`src/rtl/ram_rd_pkg.sv`:
```
// Shared constants and types for the RAM burst read path.
package ram_rd_pkg;

  localparam int unsigned ADDR_W = 7;
  localparam int unsigned DATA_W = 8;
  localparam int unsigned RD_LAT = 2;
  localparam int unsigned PIPE_D = RD_LAT + 1;
  localparam int unsigned LEN_W  = ADDR_W + 1;

  typedef enum logic [1:0] {
    IDLE  = 2'd0,
    ISSUE = 2'd1,
    DRAIN = 2'd2
  } state_e;

  typedef struct packed {
    logic valid;
    logic last;
  } tag_t;

  typedef struct packed {
    logic              last;
    logic [DATA_W-1:0] data;
  } beat_t;

  // Read addresses wrap modulo the RAM size.
  function automatic logic [ADDR_W-1:0] addr_inc(input logic [ADDR_W-1:0] a);
    return a + ADDR_W'(1);
  endfunction

endpackage

```
`src/rtl/ram_rd_buf.sv`:
```
// Small synchronous FIFO holding returned RAM beats; same-edge push and pop both apply.
module ram_rd_buf
  import ram_rd_pkg::*;
#(
  parameter  int unsigned DEPTH = 4,
  localparam int unsigned PTR_W = (DEPTH > 1) ? $clog2(DEPTH) : 1,
  localparam int unsigned CNT_W = $clog2(DEPTH + 1)
) (
  input  logic             clk,
  input  logic             rst,
  input  logic             push_i,
  input  beat_t            push_beat_i,
  input  logic             pop_i,
  output logic             valid_o,
  output beat_t            head_o,
  output logic [CNT_W-1:0] count_o
);

  beat_t            mem_q [DEPTH];
  logic [PTR_W-1:0] wr_ptr_q, wr_ptr_d;
  logic [PTR_W-1:0] rd_ptr_q, rd_ptr_d;
  logic [CNT_W-1:0] count_q, count_d;
  logic             valid_q, valid_d;
  logic             do_push, do_pop;

  function automatic logic [PTR_W-1:0] ptr_inc(input logic [PTR_W-1:0] p);
    return (p == PTR_W'(DEPTH - 1)) ? '0 : p + PTR_W'(1);
  endfunction

  always_comb begin
    do_pop   = pop_i && valid_q;
    do_push  = push_i && ((count_q != CNT_W'(DEPTH)) || do_pop);
    wr_ptr_d = wr_ptr_q;
    rd_ptr_d = rd_ptr_q;
    count_d  = count_q;
    if (do_push) wr_ptr_d = ptr_inc(wr_ptr_q);
    if (do_pop)  rd_ptr_d = ptr_inc(rd_ptr_q);
    if (do_push && !do_pop) count_d = count_q + CNT_W'(1);
    if (do_pop && !do_push) count_d = count_q - CNT_W'(1);
    valid_d = (count_d != '0);
  end

  always_ff @(posedge clk) begin
    if (rst) begin
      wr_ptr_q <= '0;
      rd_ptr_q <= '0;
      count_q  <= '0;
      valid_q  <= 1'b0;
      for (int i = 0; i < int'(DEPTH); i++) mem_q[i] <= '0;
    end else begin
      wr_ptr_q <= wr_ptr_d;
      rd_ptr_q <= rd_ptr_d;
      count_q  <= count_d;
      valid_q  <= valid_d;
      if (do_push) mem_q[wr_ptr_q] <= push_beat_i;
    end
  end

  assign valid_o = valid_q;
  assign head_o  = mem_q[rd_ptr_q];
  assign count_o = count_q;

endmodule

```
`src/rtl/ram_burst_reader.sv`:
```
// Burst read sequencer: issues RAM addresses under credit, tracks read latency,
// and streams returned bytes out through a small buffer.
module ram_burst_reader
  import ram_rd_pkg::*;
#(
  parameter int unsigned BUF_DEPTH = 4
) (
  input  logic              clk,
  input  logic              rst,
  input  logic              cmd_valid,
  output logic              cmd_ready,
  input  logic [ADDR_W-1:0] cmd_addr,
  input  logic [LEN_W-1:0]  cmd_len,
  output logic [ADDR_W-1:0] ram_addr,
  input  logic [DATA_W-1:0] ram_q,
  output logic              out_valid,
  input  logic              out_ready,
  output logic [DATA_W-1:0] out_data,
  output logic              out_last,
  output logic              busy,
  output logic              done
);

  localparam int unsigned CNT_W = $clog2(BUF_DEPTH + 1);
  localparam int unsigned OUT_W = $clog2(BUF_DEPTH + PIPE_D + 1);

  state_e            state_q, state_d;
  logic [ADDR_W-1:0] addr_q, addr_d;
  logic [LEN_W-1:0]  rem_q, rem_d;
  logic [ADDR_W-1:0] ram_addr_q, ram_addr_d;
  logic              cmd_ready_q, cmd_ready_d;
  logic              busy_q, busy_d;
  logic              done_q, done_d;
  tag_t              pipe_q [PIPE_D];
  tag_t              pipe_d [PIPE_D];

  tag_t              issue_tag;
  logic              buf_valid;
  beat_t             buf_head;
  logic [CNT_W-1:0]  buf_count;
  logic              pop;
  logic              push;
  beat_t             push_beat;
  logic [OUT_W-1:0]  inflight;
  logic [OUT_W-1:0]  outstanding;
  logic              credit;

  always_comb begin
    pop       = buf_valid && out_ready;
    inflight  = '0;
    for (int i = 0; i < int'(PIPE_D); i++) inflight = inflight + OUT_W'(pipe_q[i].valid);
    outstanding = OUT_W'(buf_count) + inflight;
    // Issue only if the word is guaranteed a buffer slot when it returns.
    credit    = (outstanding - OUT_W'(pop)) < OUT_W'(BUF_DEPTH);

    issue_tag  = '0;
    state_d    = state_q;
    addr_d     = addr_q;
    rem_d      = rem_q;
    ram_addr_d = ram_addr_q;
    done_d     = 1'b0;

    case (state_q)
      IDLE: begin
        if (cmd_valid) begin
          if (cmd_len == '0) begin
            done_d = 1'b1;
          end else begin
            ram_addr_d      = cmd_addr;
            addr_d          = addr_inc(cmd_addr);
            rem_d           = cmd_len - LEN_W'(1);
            issue_tag.valid = 1'b1;
            issue_tag.last  = (cmd_len == LEN_W'(1));
            state_d         = (cmd_len == LEN_W'(1)) ? DRAIN : ISSUE;
          end
        end
      end
      ISSUE: begin
        if (credit) begin
          ram_addr_d      = addr_q;
          addr_d          = addr_inc(addr_q);
          rem_d           = rem_q - LEN_W'(1);
          issue_tag.valid = 1'b1;
          issue_tag.last  = (rem_q == LEN_W'(1));
          if (rem_q == LEN_W'(1)) state_d = DRAIN;
        end
      end
      DRAIN: begin
        if ((inflight == '0) && pop && buf_head.last) begin
          state_d = IDLE;
          done_d  = 1'b1;
        end
      end
      default: state_d = IDLE;
    endcase

    pipe_d[0] = issue_tag;
    for (int i = 1; i < int'(PIPE_D); i++) pipe_d[i] = pipe_q[i-1];

    push           = pipe_q[PIPE_D-1].valid;
    push_beat.last = pipe_q[PIPE_D-1].last;
    push_beat.data = ram_q;

    cmd_ready_d = (state_d == IDLE);
    busy_d      = (state_d != IDLE);
  end

  always_ff @(posedge clk) begin
    if (rst) begin
      state_q     <= IDLE;
      addr_q      <= '0;
      rem_q       <= '0;
      ram_addr_q  <= '0;
      cmd_ready_q <= 1'b1;
      busy_q      <= 1'b0;
      done_q      <= 1'b0;
      for (int i = 0; i < int'(PIPE_D); i++) pipe_q[i] <= '0;
    end else begin
      state_q     <= state_d;
      addr_q      <= addr_d;
      rem_q       <= rem_d;
      ram_addr_q  <= ram_addr_d;
      cmd_ready_q <= cmd_ready_d;
      busy_q      <= busy_d;
      done_q      <= done_d;
      for (int i = 0; i < int'(PIPE_D); i++) pipe_q[i] <= pipe_d[i];
    end
  end

  ram_rd_buf #(
    .DEPTH (BUF_DEPTH)
  ) u_buf (
    .clk         (clk),
    .rst         (rst),
    .push_i      (push),
    .push_beat_i (push_beat),
    .pop_i       (pop),
    .valid_o     (buf_valid),
    .head_o      (buf_head),
    .count_o     (buf_count)
  );

  assign cmd_ready = cmd_ready_q;
  assign ram_addr  = ram_addr_q;
  assign busy      = busy_q;
  assign done      = done_q;
  assign out_valid = buf_valid;
  assign out_data  = buf_head.data;
  assign out_last  = buf_head.last;

endmodule

```
`config.mk`:
```
export PLATFORM = sky130hd
export DESIGN_NAME = ram_burst_reader
export DESIGN_NICKNAME = d
export VERILOG_FILES = /design/src/rtl/ram_rd_pkg.sv /design/src/rtl/ram_rd_buf.sv /design/src/rtl/ram_burst_reader.sv
export SDC_FILE = /design/constraint.sdc
export NUM_CORES = 1
export LEC_CHECK = 0
export ABC_AREA = 1
export CORE_MARGIN = 3
export CORE_UTILIZATION = 50
export CTS_CLUSTER_DIAMETER = 30
export DETAILED_ROUTE_END_ITERATION = 16
export PLACE_DENSITY = 0.71
export SYNTH_ARGS = -nofsm -noshare
export SYNTH_HDL_FRONTEND = slang
export SYNTH_SLANG_ARGS = --single-unit
```
`constraint.sdc`:
```
create_clock -name clk -period 2.9 [get_ports clk]
set_input_delay 0.58 -clock clk [delete_from_list [all_inputs] [get_ports clk]]
set_output_delay 0.58 -clock clk [all_outputs]
set_load 0.05 [all_outputs]
```
==> Yosys cells after proc, flatten, opt, wreduce, memory -nomap -nowiden <==
Memories as Yosys holds them, arrays and structs flattened. A register that Yosys moved wholly into a read port is not among the register bits.
Cells that the tools add are included.
Widths: inputs -> output; s select.
{ "classes": {"add_sub_neg": 12, "order_cmp": 1, "eq_ne": 10, "mux": 45, "n_bitwise": 3, "reduce_logical": 19} }
{ "op_table": {"columns": ["cell", "n"], "rows": [
  ["$mux 7", 6],
  ["$mux 2", 17],
  ["$pmux 7 s2", 2],
  ["$mux 8", 3],
  ["$eq 8x1->1 const B", 2],
  ["$pmux 8 s2", 1],
  ["$sub 8x1->8 const B", 2],
  ["$add 7x1->7 const B", 2],
  ["$mux 1", 10],
  ["$mux 9", 1],
  ["$reduce_or 9->1", 1],
  ["$logic_not 8->1", 1],
  ["$logic_and 1x1->1", 7],
  ["$eq 2x2->1 const B", 3],
  ["$mux 3", 2],
  ["$ne 2x2->1 const B", 3],
  ["$pmux 2 s3", 1],
  ["$add 2x1->2 const B", 2],
  ["$logic_not 2->1", 2],
  ["$pmux 2 s2", 1],
  ["$reduce_and 4->1", 1],
  ["$reduce_bool 2->1", 2],
  ["$add 2x1->3", 1],
  ["$add 3x1->3 const B", 1],
  ["13 further kinds", 16]
]} }
{ "word_totals": {"regBits": 35, "ramBits": 42, "input_bits": 27, "mem_count": 2} }
{ "memory_table": {"columns": ["memory", "words", "word_bits", "rd", "rd_clocked_by_memory_dff", "wr", "line_no", "text"], "rows": [
  ["u_buf.mem_q", 4, 9, 1, 1, 4, "ram_rd_buf.sv:19", "beat_t mem_q [DEPTH];"],
  ["pipe_q", 3, 2, 3, 0, 3, "ram_burst_reader.sv:34", "tag_t pipe_q [PIPE_D];"]
]} }

==> Logic depth before layout (Yosys ltp) <==
{ "logic_depth": {"depth_word": 9, "depth_mapped": 14, "depth_no_buf": 14} }

==> By module <==
From an unflattened synthesis, not the netlist that was laid out.
{ "unflattened": {"cells_unflattened": 548, "area_unflattened_um2": 4227.8} }
{ "modules_own_cells": {"columns": ["mod", "instances", "cells_per_inst", "area_per_inst_um2"], "rows": [
  ["ram_burst_reader", 1, 344, 2180.8],
  ["ram_rd_buf", 1, 204, 2047.0]
]} }

==> Worst setup path after synthesis <==
Ideal clock, no wire load.
{ "synth_timing": {"path_kind": "register -> output", "startpoint": "reg (tool-made name)", "endpoint": "out out_data[6]", "t_arrival_ns": 1.721, "slack_ns": 0.599, "stages_incl_launch_ff": 6, "cell_sequence": "dfxtp_1 > buf_2 > inv_1 > clkbuf_1 > o21ai_0 > o22ai_1"} }
{ "synth_lines": {"columns": ["item", "line_no", "text"], "rows": [
  ["to (decl)", "ram_burst_reader.sv:18", "output logic [DATA_W-1:0] out_data,"]
]} }

==> impl_metrics.yaml <==
run_status:
  status: "finished, final reports clean"
timing:
  max_freq_mhz: 362
  clock_skew_ps: 12.7
  whs_ps: 407
  worst_pin_slew_ps: 539
  period_share_pct: 95.2
  fin_crit_ps: 2760
  setup_tns_ps: 0
  finalHoldViolations: 0
  drv_slew: 0
  slew_headroom_pct: 64.0
  setup_viol: 0
  grt_setup_unrepaired: "no"
pwr:
  ir_drop_mv: 0.273
  power.total_uw: 3330
  leakagePower_uw: 0.00224
  powerDensity_mw_per_mm2: 688
detailed_routing:
  drtAntennaViolNets: 0
  dr.pass1.iters: 4
  drt_wl_total_um: 8690
  vias: 3472
  routedWlPerCell_um: 12.6
  drc: 0
  viasPerCell: 5.05
  drt_iter0_markers: 98
setup_path:
  timing.rr.start: "pipe_q[0][5]"
  r2r_slack_ps: 470
  cp-end-kind: "primary output"
  cp_top_family: "buffers and inverters"
  critPathKind: "flip-flop to primary output"
  critical_path.max_fanout: 18
  worst-endpoint-required_ps: 2320
  r2r_end: "rem_q[6]"
  ff2ff_path_depth: 14
  slowest_delay_ps: 830
  critPathBufInv: 2
  crit_chain: "inv_1 > o21ai_0 > o22ai_1 > clkdlybuf4s50_1"
  worstSetupStartpointType: "flip-flop"
  critPathSlowestCell: "clkdlybuf4s50_1"
  critPathArrivalTime_ps: 2180
clock_tree:
  cts_resized: 0
  clk_pin_slew_ps: 90
  clock_path_buffers: 2
  cts_tree: "yes"
  numCtsBuffers: 9
  postCtsHoldBufs: 0
  clkSinkCount: 79
  htree_levels: 3
  clk_latency_ps: 360
  root_buffer: "clkbuf_8"
  post-cts-setup-buffer-count: 0
flow_run:
  maxCapViolations: 0
cells_and_area:
  drive_above_1_share_pct: 7.18
  fin_nets: 621
  final_cell_mix: "118 x nor2_1, 94 x nand2_1, 66 x inv_1"
  syn_to_final_growth_pct: 19.3
  utilization_pct: 61.9
  antenna_cells: 0
  fin_area_mm2: 0.00483
  mostFrequentLayoutCell: "nor2_1"
synth:
  synth_warnings: 0
  synth_seq_cells: 79
  syn_inst: 526
  synth_area_leaders: "edfxtp_1 27%, dfxtp_1 21%, nor2_1 11%, nand2_1 8.7%, inv_1 6.1%"
  synth_area_per_cell_um2: 7.70
  syn_nets: 567
  synth_flop_cell: "dfxtp_1"
  synth_cell_types: 35
  yosys.area.top_type: "edfxtp_1"
  async_reset_ff_share_pct: 0
  synth_top_area_share_pct: 26.7
  synth_enable_flop_cells: 36
  synth_area_mm2: 0.00405
  seq_area_frac_synth_pct: 47.9
global_routing:
  grt_max_degree: 35
  antenna_found_initial: 0
  grt_pass1_wl_um: 14600
  gr-total-overflow: 0
  grt_pass1_vias: 3314
  grt_use_total_pct: 20.5
placed_design:
  place_area_mm2: 0.00464
  dp_hpwl_um: 6550
  portBuffers: 46
  place.gp.congestion: 0.838
die:
  core_area_mm2: 0.00781
  die_h_um: 96.0
  start_util_pct: 51.9
  die-area_mm2: 0.00922
  rows: 32
  die_x_um: 96.0
  ios: 47
min_path:
  hp-start: "pipe_q[0][0]"
  whs_endpoint: "pipe_q[0][2]"
  min_path_type: "flip-flop to flip-flop"
  hold_path_depth: 2
-- worst max-delay path by stage --
stage                   start          end  slack (ps)  cells past startpoint
floorplan           flip-flop  out_data[6]         600                      5
finish              flip-flop  out_data[0]         140                      4
global placement    out_ready     rem_q[5]         210                     15
global route        flip-flop  out_data[0]          40                      4
CTS                 flip-flop  out_data[3]          70                      4
detailed placement  out_ready  ram_addr[5]         150                     14
-- worst register-to-register path: stages (launching register included) --
cell	delay [ps]
dfxtp_1	380
fa_1	410
inv_1	70
ha_1	210
inv_1	60
ha_1	220
nand3_1	120
nand2_1	90
nand2_1	110
nand3_4	110
nand2_4	200
buf_4	210
nand2_1	60
inv_1	40
nor2_1	40
-- cell usage after synthesis, types with 3 or more instances --
| master | count |
|---|---|
| o22ai_1 | 8 |
| ha_1 | 13 |
| buf_2 | 3 |
| inv_1 | 66 |
| buf_6 | 3 |
| nand2_1 | 94 |
| a21oi_1 | 5 |
| o21ai_1 | 18 |
| dfxtp_1 | 43 |
| nand2_2 | 4 |
| o21ai_0 | 32 |
| inv_2 | 3 |
| nor2_2 | 3 |
| clkbuf_1 | 6 |
| nor3_1 | 6 |
| nor2_1 | 118 |
| xor2_1 | 3 |
| nand3_1 | 40 |
| edfxtp_1 | 36 |
-- cell families after synthesis --
group,after synthesis,synth area share (%)
AO/OA/AOI/OAI,70,9.51
XOR/XNOR,3,0.648
adder cells (fa/ha/maj),14,4.51
buffers and inverters,85,8.71
flip-flops,79,47.9
multiplexers,1,0.247
AND/OR/NAND/NOR,274,28.5
-- where the power goes --
group          internal [uW]  switching [uW]  total [uW]  leakage [uW]
Clock                    330             446         775     0.0000903
Combinational            402             783        1180       0.00143
Sequential              1290            82.3        1370      0.000726
Total                   2020            1310        3330       0.00224
-- layer usage --
| metal | vias up | track usage (%) | share of wire [%] |
|---|---|---|---|
| met5 | - | 0 | 0 |
| met4 | 0 | 6.52 | 0.85 |
| met3 | 5 | 4.30 | 4.9 |
| met2 | 76 | 37.2 | 52 |
| met1 | 1593 | 24.0 | 42 |
| li1 | 1798 | - | - |
-- per-stage QoR --
stage          std cells  worst slack (ps)
2_1_floorplan        526               599
3_5_place_dp         671               150
3_3_place_gp         671               205
5_1_grt              687              35.1
4_1_cts              687              69.6
6_report             687               138
-- sequential cells by signal, indices dropped and copies added, names as in the netlist, named ones only --
register / count
addr_q: 7
busy: 1
cmd_ready: 1
done: 1
pipe_q: 6
ram_addr: 7
rem_q: 8
state_q: 2
u_buf.count_o: 3
u_buf.mem_q: 36
u_buf.rd_ptr_q: 2
u_buf.valid_o: 1
u_buf.wr_ptr_q: 2
-- layout make-up --
class	instances	area, um^2
well taps	102	128
inverters	71	267
flip-flops and latches	79	1940
clock inverters	7	63.8
clock buffers	9	124
repair buffers	57	553
multi-input cells	362	1760
fillers	738	2970
No activity file was read; power rests on OpenSTA's default activity.
